==> src/rtl/pc_fetch_unit.sv <==
// Program counter and instruction-fetch front end for the 8-bit processor.
// Optional return-address stack enabled by defining PC_FETCH_RAS_EN.
module pc_fetch_unit #(
    parameter int MIPS_PC_WIDTH_m1 = 7,
    parameter int INSTR_WIDTH      = 8,
    parameter int RAS_DEPTH        = 4
) (
    input  logic                      clk,
    input  logic                      reset_n,
    input  logic                      PCSrc,
    input  logic                      jump,
    input  logic [7:0]                databus,
    input  logic                      call,
    input  logic                      ret,
    input  logic                      advance,
    input  logic                      imem_ack,
    input  logic [INSTR_WIDTH-1:0]    imem_data,
    output logic                      imem_req,
    output logic [MIPS_PC_WIDTH_m1:0] imem_addr,
    output logic [INSTR_WIDTH-1:0]    instr,
    output logic                      instr_valid,
    output logic [MIPS_PC_WIDTH_m1:0] currPC,
    output logic                      ras_err
);

    localparam int PCW = MIPS_PC_WIDTH_m1 + 1;

    typedef enum logic {
        FETCH,
        HOLD
    } state_t;

    state_t         state;
    logic [PCW-1:0] pc_inc;
    logic [PCW-1:0] next_pc;
    logic           ras_fault;
    logic           take_adv;
    logic           unused;

    assign pc_inc    = currPC + PCW'(1);
    assign imem_addr = currPC;
    assign take_adv  = (state == HOLD) && advance;

`ifdef PC_FETCH_RAS_EN
    localparam int RAS_AW = (RAS_DEPTH > 1) ? $clog2(RAS_DEPTH) : 1;
    localparam logic [RAS_AW:0] CNT_FULL = RAS_DEPTH[RAS_AW:0];

    logic [PCW-1:0]  ras_mem [RAS_DEPTH];
    logic [RAS_AW-1:0] ras_ptr;
    logic [RAS_AW:0]   ras_cnt;
    logic [PCW-1:0]  ras_top;
    logic            ras_empty;
    logic            ras_full;
    logic            do_push;
    logic            do_pop;

    // ras_ptr points at the next free slot; the top entry sits just below it.
    assign ras_top   = ras_mem[ras_ptr - RAS_AW'(1)];
    assign ras_empty = (ras_cnt == '0);
    assign ras_full  = (ras_cnt == CNT_FULL);
    assign unused    = &{1'b0, databus[7:5]};

    // NOTE: every always_comb output gets a default first so no latch is inferred.
    always_comb begin
        next_pc   = pc_inc;
        do_push   = 1'b0;
        do_pop    = 1'b0;
        ras_fault = 1'b0;
        if (ret) begin
            if (ras_empty) begin
                ras_fault = 1'b1;
            end else begin
                do_pop  = 1'b1;
                next_pc = ras_top;
            end
        end else if (call || jump) begin
            next_pc   = {currPC[PCW-1:5], databus[4:0]};
            do_push   = call;
            ras_fault = call && ras_full;
        end else if (PCSrc) begin
            next_pc = {currPC[PCW-1:3], databus[2:0]};
        end
    end

    always_ff @(posedge clk or negedge reset_n) begin
        if (!reset_n) begin
            ras_ptr <= '0;
            ras_cnt <= '0;
        end else if (take_adv) begin
            if (do_pop) begin
                ras_ptr <= ras_ptr - RAS_AW'(1);
                ras_cnt <= ras_cnt - (RAS_AW + 1)'(1);
            end else if (do_push) begin
                ras_ptr <= ras_ptr + RAS_AW'(1);
                if (!ras_full)
                    ras_cnt <= ras_cnt + (RAS_AW + 1)'(1);
            end
        end
    end

    // NOTE: stack storage has no reset; ras_cnt guarantees no entry is read before it is written.
    always_ff @(posedge clk) begin
        if (take_adv && do_push)
            ras_mem[ras_ptr] <= pc_inc;
    end
`else
    assign unused = &{1'b0, databus[7:5], call, ret, RAS_DEPTH[0]};

    always_comb begin
        next_pc   = pc_inc;
        ras_fault = 1'b0;
        if (jump)
            next_pc = {currPC[PCW-1:5], databus[4:0]};
        else if (PCSrc)
            next_pc = {currPC[PCW-1:3], databus[2:0]};
    end
`endif

    // NOTE: sequential state uses non-blocking assignments only, so all registers update together.
    always_ff @(posedge clk or negedge reset_n) begin
        if (!reset_n) begin
            state       <= FETCH;
            currPC      <= '0;
            imem_req    <= 1'b0;
            instr       <= '0;
            instr_valid <= 1'b0;
            ras_err     <= 1'b0;
        end else begin
            ras_err <= 1'b0;
            case (state)
                FETCH: begin
                    // An ack only counts while a request is actually outstanding.
                    if (imem_req && imem_ack) begin
                        instr       <= imem_data;
                        instr_valid <= 1'b1;
                        imem_req    <= 1'b0;
                        state       <= HOLD;
                    end else begin
                        imem_req <= 1'b1;
                    end
                end
                HOLD: begin
                    if (advance) begin
                        currPC      <= next_pc;
                        instr_valid <= 1'b0;
                        imem_req    <= 1'b1;
                        ras_err     <= ras_fault;
                        state       <= FETCH;
                    end
                end
                default: state <= FETCH;
            endcase
        end
    end

endmodule

==> config.mk <==
export PLATFORM = sky130hd
export DESIGN_NAME = pc_fetch_unit
export DESIGN_NICKNAME = d
export VERILOG_FILES = /design/src/rtl/pc_fetch_unit.sv
export SDC_FILE = /design/constraint.sdc
export NUM_CORES = 1
export LEC_CHECK = 0
export CAP_MARGIN = 20
export CORE_MARGIN = 4
export CORE_UTILIZATION = 39
export CTS_BUF_LIST = sky130_fd_sc_hd__clkbuf_8
export DETAILED_ROUTE_END_ITERATION = 16
export PLACE_DENSITY = 0.84
export SYNTH_ARGS = -nofsm -noshare
export SYNTH_HDL_FRONTEND = slang
export SYNTH_SLANG_ARGS = --single-unit
==> constraint.sdc <==
create_clock -name clk -period 1.7 [get_ports clk]
set_clock_uncertainty 0.2 [all_clocks]
set_input_delay 0.255 -clock clk [delete_from_list [all_inputs] [get_ports clk]]
set_output_delay 0.255 -clock clk [all_outputs]
set_load 0.01 [all_outputs]
After elaboration in Yosys (flattened, before gate mapping)
Cells that the tools add are included.

Register bits: 19. Output and inout port bits: 27.

Bitwise gates (word level): 3. Reduce and logical (&&, ||, !) cells: 6. Equality and inequality tests: 3. Muxes and demuxes: 11. Add/subtract/negate cells: 1.

Operators with widths (number): 5-bit 2-to-1 mux (2); 8-bit by 1-bit adder with 8-bit output, second input constant (1); 1-bit 2-to-1 mux (6); 1-bit case mux with 2 select lines (3); 2-bit AND reduction (3); 2-bit inequality test, second input constant (2); 4-bit AND reduction (1); 1-bit NOT (3); 3-bit AND reduction (1); 2-bit by 1-bit inequality test with 1-bit output, second input constant (1); 1-bit logical AND (1).

Longest topological paths before layout
Gate-level depths: netlist (run 1).

Depth after elaboration: 3. Mapped depth: 4. Gate-level depth less buffers: 4.

Worst setup path before layout (run 1)
Ideal clock, no wire load.

Path kind: register to register. Start point: register currPC[4]. End point: register currPC[7]. Path buffers: 0. Required time: 1.421 ns. Arrival time: 1.238 ns. Setup slack: 0.183 ns. Clock period less this slack: 1.517 ns. Stages on the path, launching flop included: 4. Cells stage by stage: dfrtp_1 -> or3b_4 -> nor4_4 -> xor2_1.

Word-level cells in the longest chain between the ends: 1.

RTL lines: start: declaration (RTL line 22) `output logic [MIPS_PC_WIDTH_m1:0] currPC,`; start signal: assignment (RTL line 144) `currPC <= next_pc;`; 8-bit by 1-bit adder with 8-bit output (RTL line 40) `assign pc_inc = currPC + PCW'(1);`.

No other way between the ends. A chain may end at the register's enable or synchronous reset.

Worst setup path after layout (run 1)
Start point: register currPC[7]. End point: output currPC[7].

No word-level cell between the ends.

==> results of run 1 <==
## registers in the layout, indices dropped and copies added (netlist names)
signal	cells
imem_req	1
currPC	8
instr	8
instr_valid	1
state	1
## cells by family (layout without fill, tap and decap cells)
family          Yosys count  count (layout)  synth area share (%)
flops                    19              19                  50.9
mux                      10              10                  11.8
simple gates             24              24                  15.8
buf+inv                  14              66                  9.37
compound gates           11              11                  7.63
other cells               1               1                 0.401
fa+ha+maj                 1               1                  1.34
xor+xnor                  3               3                  2.81
## cells in the final DEF, fill, tap and decap left out, types with 2 or more instances in the layout
cell / n
clkdlybuf4s50_1: 39
clkbuf_8: 3
mux2_1: 2
nand2_1: 4
nor3_1: 5
nor2_1: 3
dfrtp_1: 17
xor2_1: 2
o21ai_0: 3
mux2i_1: 2
dfrtp_2: 2
buf_4: 15
mux2_2: 6
nand3_1: 3
inv_1: 4
o21ai_1: 2
dlymetal6s2s_1: 5
nand4b_1: 2
## per-layer routing
metal  wire length [um]  share of wire, %
met4                 43               2.0
met2               1000                46
met1                883                41
met3                248                11
met5                  0                 0
## report_power, final
group | switching (mW) | internal (mW) | leakage (nW)
Clock | 0.147 | 0.161 | 0.0269
Combinational | 0.438 | 0.673 | 0.450
Sequential | 0.113 | 0.638 | 0.222
## what timing repair did
item / in CTS / in global routing
setup buffers: 3 / 3
endpoints found under the setup margin: 8 / 9
resized for setup: 2 / 5
hold endpoints to repair: 0 / 0
## final cells by class
type	count	area (um^2)
sequential	19	478
multi-input combinational	50	372
clock inverter	1	3.75
timing repair buffer	59	566
clock buffer	3	41.3
tap	28	35.0
inverter	3	11.3
fill	186	748
## through the flow
step           std cells  util, %
2_1_floorplan         83        -
3_3_place_gp         153     62.2
3_5_place_dp         153     62.2
4_1_cts              160     65.3
5_1_grt              163     66.8
6_report             163     66.8
## path summary, 6_finish.rpt
check	from	to	slack, ns	cells after the start
min in group clk	instr_valid	instr_valid	0.29	2
hold / removal	reset_n	instr[1]	0.06	1
hold reg to reg	instr_valid	instr_valid	0.29	2
setup / recovery	currPC[7]	currPC[7]	0.05	1
max in group asynchronous	reset_n	currPC[0]	0.81	2
setup reg to reg	currPC[4]	currPC[7]	0.16	3
==> impl_metrics.yaml, run 1 <==
setup_path:
  crit_buf_inv: 1
  critPathMaxFanout: 3
  cpMaxStageDelayCell: "clkdlybuf4s50_1"
  cp-start-kind: "flip-flop"
  critical_path_required_ns: 1.24
  worstSetupEndpointType: "output pin"
  cp_slowest_stage_delay_ns: 0.55
  arrival_ns: 1.19
  crit_family: "buffers and inverters"
  path_class: "flip-flop to output pin"
  crit_chain: "clkdlybuf4s50_1"
yosys:
  ys_seq_area_share_pct: 50.9
  ys.flop_type: "dfrtp_1"
  syn_area_per_cell_um2: 11.3
  ys_warn_count: 0
  synth.distinct_cells: 32
  syn_area_um2: 935
  async_reset_ff_share_pct: 100
  synthDominantCellAreaShare_pct: 50.9
  synth_edf_count: 0
  synth_area_leader_cell: "dfrtp_1"
  ys_top_cells_by_count: "dfrtp_1 (19), buf_4 (9), mux2_2 (6)"
  synthCells: 83
  synth.most_common_cell: "dfrtp_1"
  syn_nets: 108
  ys_ff_latch: 19
  synth_area_leaders: "dfrtp_1 (51%), buf_4 (7.2%), mux2_2 (7.2%)"
global_routing:
  antenna_found_initial: 0
  gr-total-overflow: 0
  met3_usage_pct: 5.66
  grt_pass1_vias: 837
  grt_max_degree: 11
  grt_pass1_wl_um: 3560
  gr-usage-met1_pct: 15.5
  global_route.peak_usage_layer: "met2"
  grt_util_all_layers_pct: 14.2
  grt_util_met2_pct: 23.5
power_and_ir_drop:
  total_power_mw: 2.17
  ir_drop_mv: 1.14
  pwr_density_cell_mw_per_mm2: 1440
  power.leakage_nw: 0.699
sta:
  maxSlewViolCount: 0
  setup_ws_ns: 0.0545
  rsz0062_at_grt: "no"
  fmax_mhz: 608
  period_minus_slack_ns: 1.65
  setup_viol: 0
  fin_tns_setup_ns: 0
  min_period_over_period_pct: 96.8
  hold_slack_ns: 0.0608
  hold_viol: 0
run_status:
  status: "completed"
clock_network:
  clkTransAtPathRegs_ns: 0.07
  cts_buffers: 3
  cts_sinks: 19
  htreeDepth: 1
  cts_max_path_buffers: 2
  cts_tree: "done"
  clock_latency_ns: 0.26
  clock-root-buffer: "clkbuf_8"
  holdBufCountCts: 0
floorplan:
  initial_core_util_pct: 41.5
  core_mm2: 0.00225
  io_pins: 51
  die_h_um: 57.0
  dieArea_mm2: 0.00324
  fp-row-count: 17
  die_x_um: 57.0
routing:
  wl_um: 2180
  via_per_inst: 4.99
  drc: 0
  drt_iter0_drc: 21
  drtAntennaViolNets: 0
  dr_total_vias: 813
  drt_pass1_iterations: 3
  detail_route.wl_per_cell_um: 13.4
placement:
  gp_congestion: 0.793
  dpl_cell_area_mm2: 0.00140
  port_buffers: 44
  dpl.hpwl_um: 1730
  dpl_worst_slack_ns: -0.149
flow_run:
  cap_violations: 0
min_path:
  hp-class: "input port to async pin"
cells_and_area:
  nNetsFinal: 161
  area_growth_pct: 61.2
  layout-drive-gt1-share_pct: 20.7
  final_cell_area_mm2: 0.00151
  antennaDiodeCount: 0
(Power assumes the default switching activity.)
==> run 2, diff against run 1 <==
--- a/config.mk
+++ b/config.mk
@@ -5,12 +5,13 @@
 export SDC_FILE = /design/constraint.sdc
 export NUM_CORES = 1
 export LEC_CHECK = 0
+export ABC_AREA = 1
 export CAP_MARGIN = 20
 export CORE_MARGIN = 4
-export CORE_UTILIZATION = 39
+export CORE_UTILIZATION = 41
 export CTS_BUF_LIST = sky130_fd_sc_hd__clkbuf_8
 export DETAILED_ROUTE_END_ITERATION = 16
-export PLACE_DENSITY = 0.84
+export PLACE_DENSITY = 0.85
 export SYNTH_ARGS = -nofsm -noshare
 export SYNTH_HDL_FRONTEND = slang
 export SYNTH_SLANG_ARGS = --single-unit
==> run 2 against run 1 <==
Against the previous run:
- first-iteration DRC count is 24% lower
- die area is 2.6% higher
- worst hold slack better by 0.079 ns
- combinational power is 9% higher
- wire length is 14% higher
- via count is 20% higher
- largest cell class unchanged
- worst setup slack worse by 0.0089 ns
- sequential share of layout area is 0.29 points lower
- core utilization is 0.69 points higher
- synthesized cell count is 52% higher
- critical path depth stayed put
==> impl_metrics.yaml, run 2 <==
power_and_ir_drop:
  power_frac_clock_pct: 13.4
  p_int_mw: 1.46
  switchingPower_mw: 0.855
  power_frac_comb_pct: 52.2
  pwr_density_cell_mw_per_mm2: 1510
  swShare_pct: 36.9
  seqPwrFrac_pct: 34.4
  power.leakage_nw: 0.781
  ir_drop_mv: 1.05
cells_and_area:
  layout-drive-gt1-share_pct: 16.8
  multiInputGateArea_um2: 385
  final_common_cell: "clkdlybuf4s50_1"
  fill_cells: 204
  layout_common_cells: "clkdlybuf4s50_1 (38), nand2_1 (28), inv_1 (19), dfrtp_1 (13), o21ai_1 (11)"
  seq_area_um2: 483
  final_cell_area_mm2: 0.00154
  fin_cells: 201
  area_growth_pct: 51.8
  antennaDiodeCount: 0
  nNetsFinal: 199
  top_regs: "currPC: 8 flops, instr: 8 flops"
setup_path:
  crit_chain: "clkdlybuf4s50_1"
  crit_family: "buffers and inverters"
  cpMaxStageDelayCell: "clkdlybuf4s50_1"
  path_class: "flip-flop to output pin"
  worstSetupEndpointType: "output pin"
  rr_startpoint: "currPC[0]"
  critical_path_required_ns: 1.24
  crit_path_start: "currPC[2]"
  arrival_ns: 1.20
  critPathMaxFanout: 4
  cp_slowest_stage_delay_ns: 0.54
  crit_buf_inv: 1
  cp-start-kind: "flip-flop"
placement:
  port_buffers: 44
  gp_congestion: 0.789
  dpl_cell_area_mm2: 0.00143
  dp.cells: 190
  dpl_worst_slack_ns: -0.00458
  dpl.hpwl_um: 1900
floorplan:
  dieArea_mm2: 0.00333
  io_pins: 51
  fp-row-count: 17
  core_mm2: 0.00228
  initial_core_util_pct: 44.5
  die_h_um: 57.7
  die_x_um: 57.7
clock_network:
  clock_latency_ns: 0.26
  cts_tree: "done"
  clkTransAtPathRegs_ns: 0.07
  cts_buffers: 3
  cts_sinks: 19
  cts_max_path_buffers: 2
  clock-root-buffer: "clkbuf_8"
  holdBufCountCts: 0
  htreeDepth: 1
sta:
  setup_viol: 0
  rsz0062_at_grt: "no"
  fmax_mhz: 604
  hold_viol: 0
  maxSlewViolCount: 0
  setup_ws_ns: 0.0456
  period_minus_slack_ns: 1.65
  min_period_over_period_pct: 97.3
global_routing:
  grt_util_all_layers_pct: 15.5
  gr-total-overflow: 0
  grt_pass1_wl_um: 4000
  grt_max_degree: 20
  antenna_found_initial: 0
  grt_pass1_vias: 933
yosys:
  ys_seq_area_share_pct: 47.0
  ys.flop_type: "dfrtp_1"
  syn_nets: 151
  synth.most_common_cell: "nand2_1"
  synthDominantCellAreaShare_pct: 47.0
  synth.distinct_cells: 22
  ys_ff_latch: 19
  synth_area_leaders: "dfrtp_1 (47%), nand2_1 (10%), inv_1 (7.0%)"
  syn_area_per_cell_um2: 8.03
  syn_area_mm2: 0.00101
  ys_warn_count: 0
  synth_area_leader_cell: "dfrtp_1"
  synth_edf_count: 0
  async_reset_ff_share_pct: 100
  ys_top_cells_by_count: "nand2_1 (28), dfrtp_1 (19), inv_1 (19)"
  synthCells: 126
routing:
  drtAntennaViolNets: 0
  wl_um: 2480
  drt_pass1_iterations: 4
  dr_total_vias: 977
  drc: 0
  detail_route.wl_per_cell_um: 12.3
  via_per_inst: 4.86
  drt_iter0_drc: 16
run_status:
  status: "completed"
min_path:
  hp-class: "input port to async pin"
flow_run:
  cap_violations: 0
-- run 2: cell families (layout without fill, tap and decap cells) --
family                     Yosys count  count (layout)  share of synthesized area (%)
other                                1               1                          0.370
xor gates and xnor gates             1               1                          0.865
DFF                                 19              19                           47.0
buffers and inverters               31              78                           15.0
AOI/OAI and AO/OA                   18              18                           9.15
and+or+nand+nor                     55              55                           26.5
adders and majority gates            1               1                           1.24
-- run 2: metrics by stage --
step	hold slack (ns)	TNS [ns]	total power, mW	utilization [%]
final	0.140	0	2.32	67.5
after global routing	0.162	0	2.49	67.5
after CTS	0.149	0	2.33	66.6
after detailed placement	0.280	-0.00458	1.94	62.8
after global placement	0.268	0	1.89	62.8
after floorplan	-0.241	0	1.37	-
-- run 2: what timing repair did --
| item | 4_1_cts | 5_1_grt |
|---|---|---|
| pin swaps | 0 | 0 |
| buffers inserted | 5 | 2 |
| gates resized for setup | 10 | 2 |
| setup endpoints to repair | 12 | 5 |
-- run 2: per-layer routing --
metal | share of wire, % | track usage, % | up-vias
met5 | 0 | 0 | -
met4 | 2.2 | 7.95 | 0
met3 | 13 | 6.24 | 7
met2 | 47 | 26.0 | 46
met1 | 38 | 16.8 | 446
li1 | - | - | 478
-- run 2: worst reg2reg max path: cells and delay by family (launching register included) --
kind          cells  cell delay, ns
flops             1            0.36
buf+inv           1            0.15
fa+ha+maj         1            0.20
simple gates      5            0.48
-- run 2: worst paths after layout --
check	endpoint	slack, ns	depth (start not counted)
min reg2reg	instr[7]	0.30	2
min	instr[0]	0.14	2
min in group clk	instr[7]	0.30	2
max in group asynchronous	currPC[0]	0.94	2
max	currPC[2]	0.05	1
max reg2reg	currPC[6]	0.21	7
-- run 2: power by group through the flow --
stage	Combinational, mW	Sequential, mW	Clock (mW)
floorplan	0.465	0.903	0
global placement	1.05	0.836	0
detailed placement	1.08	0.857	0
CTS	1.21	0.803	0.315
global route	1.32	0.828	0.339
finish	1.21	0.797	0.311
-- run 2: layout make-up --
type | count | share of cell area, %
Clock buffer | 3 | 2.69
Multi-Input combinational cell | 76 | 25.1
Clock inverter | 1 | 0.326
Tap cell | 28 | 2.28
Sequential cell | 19 | 31.4
Timing Repair Buffer | 53 | 33.1
Inverter | 21 | 5.13
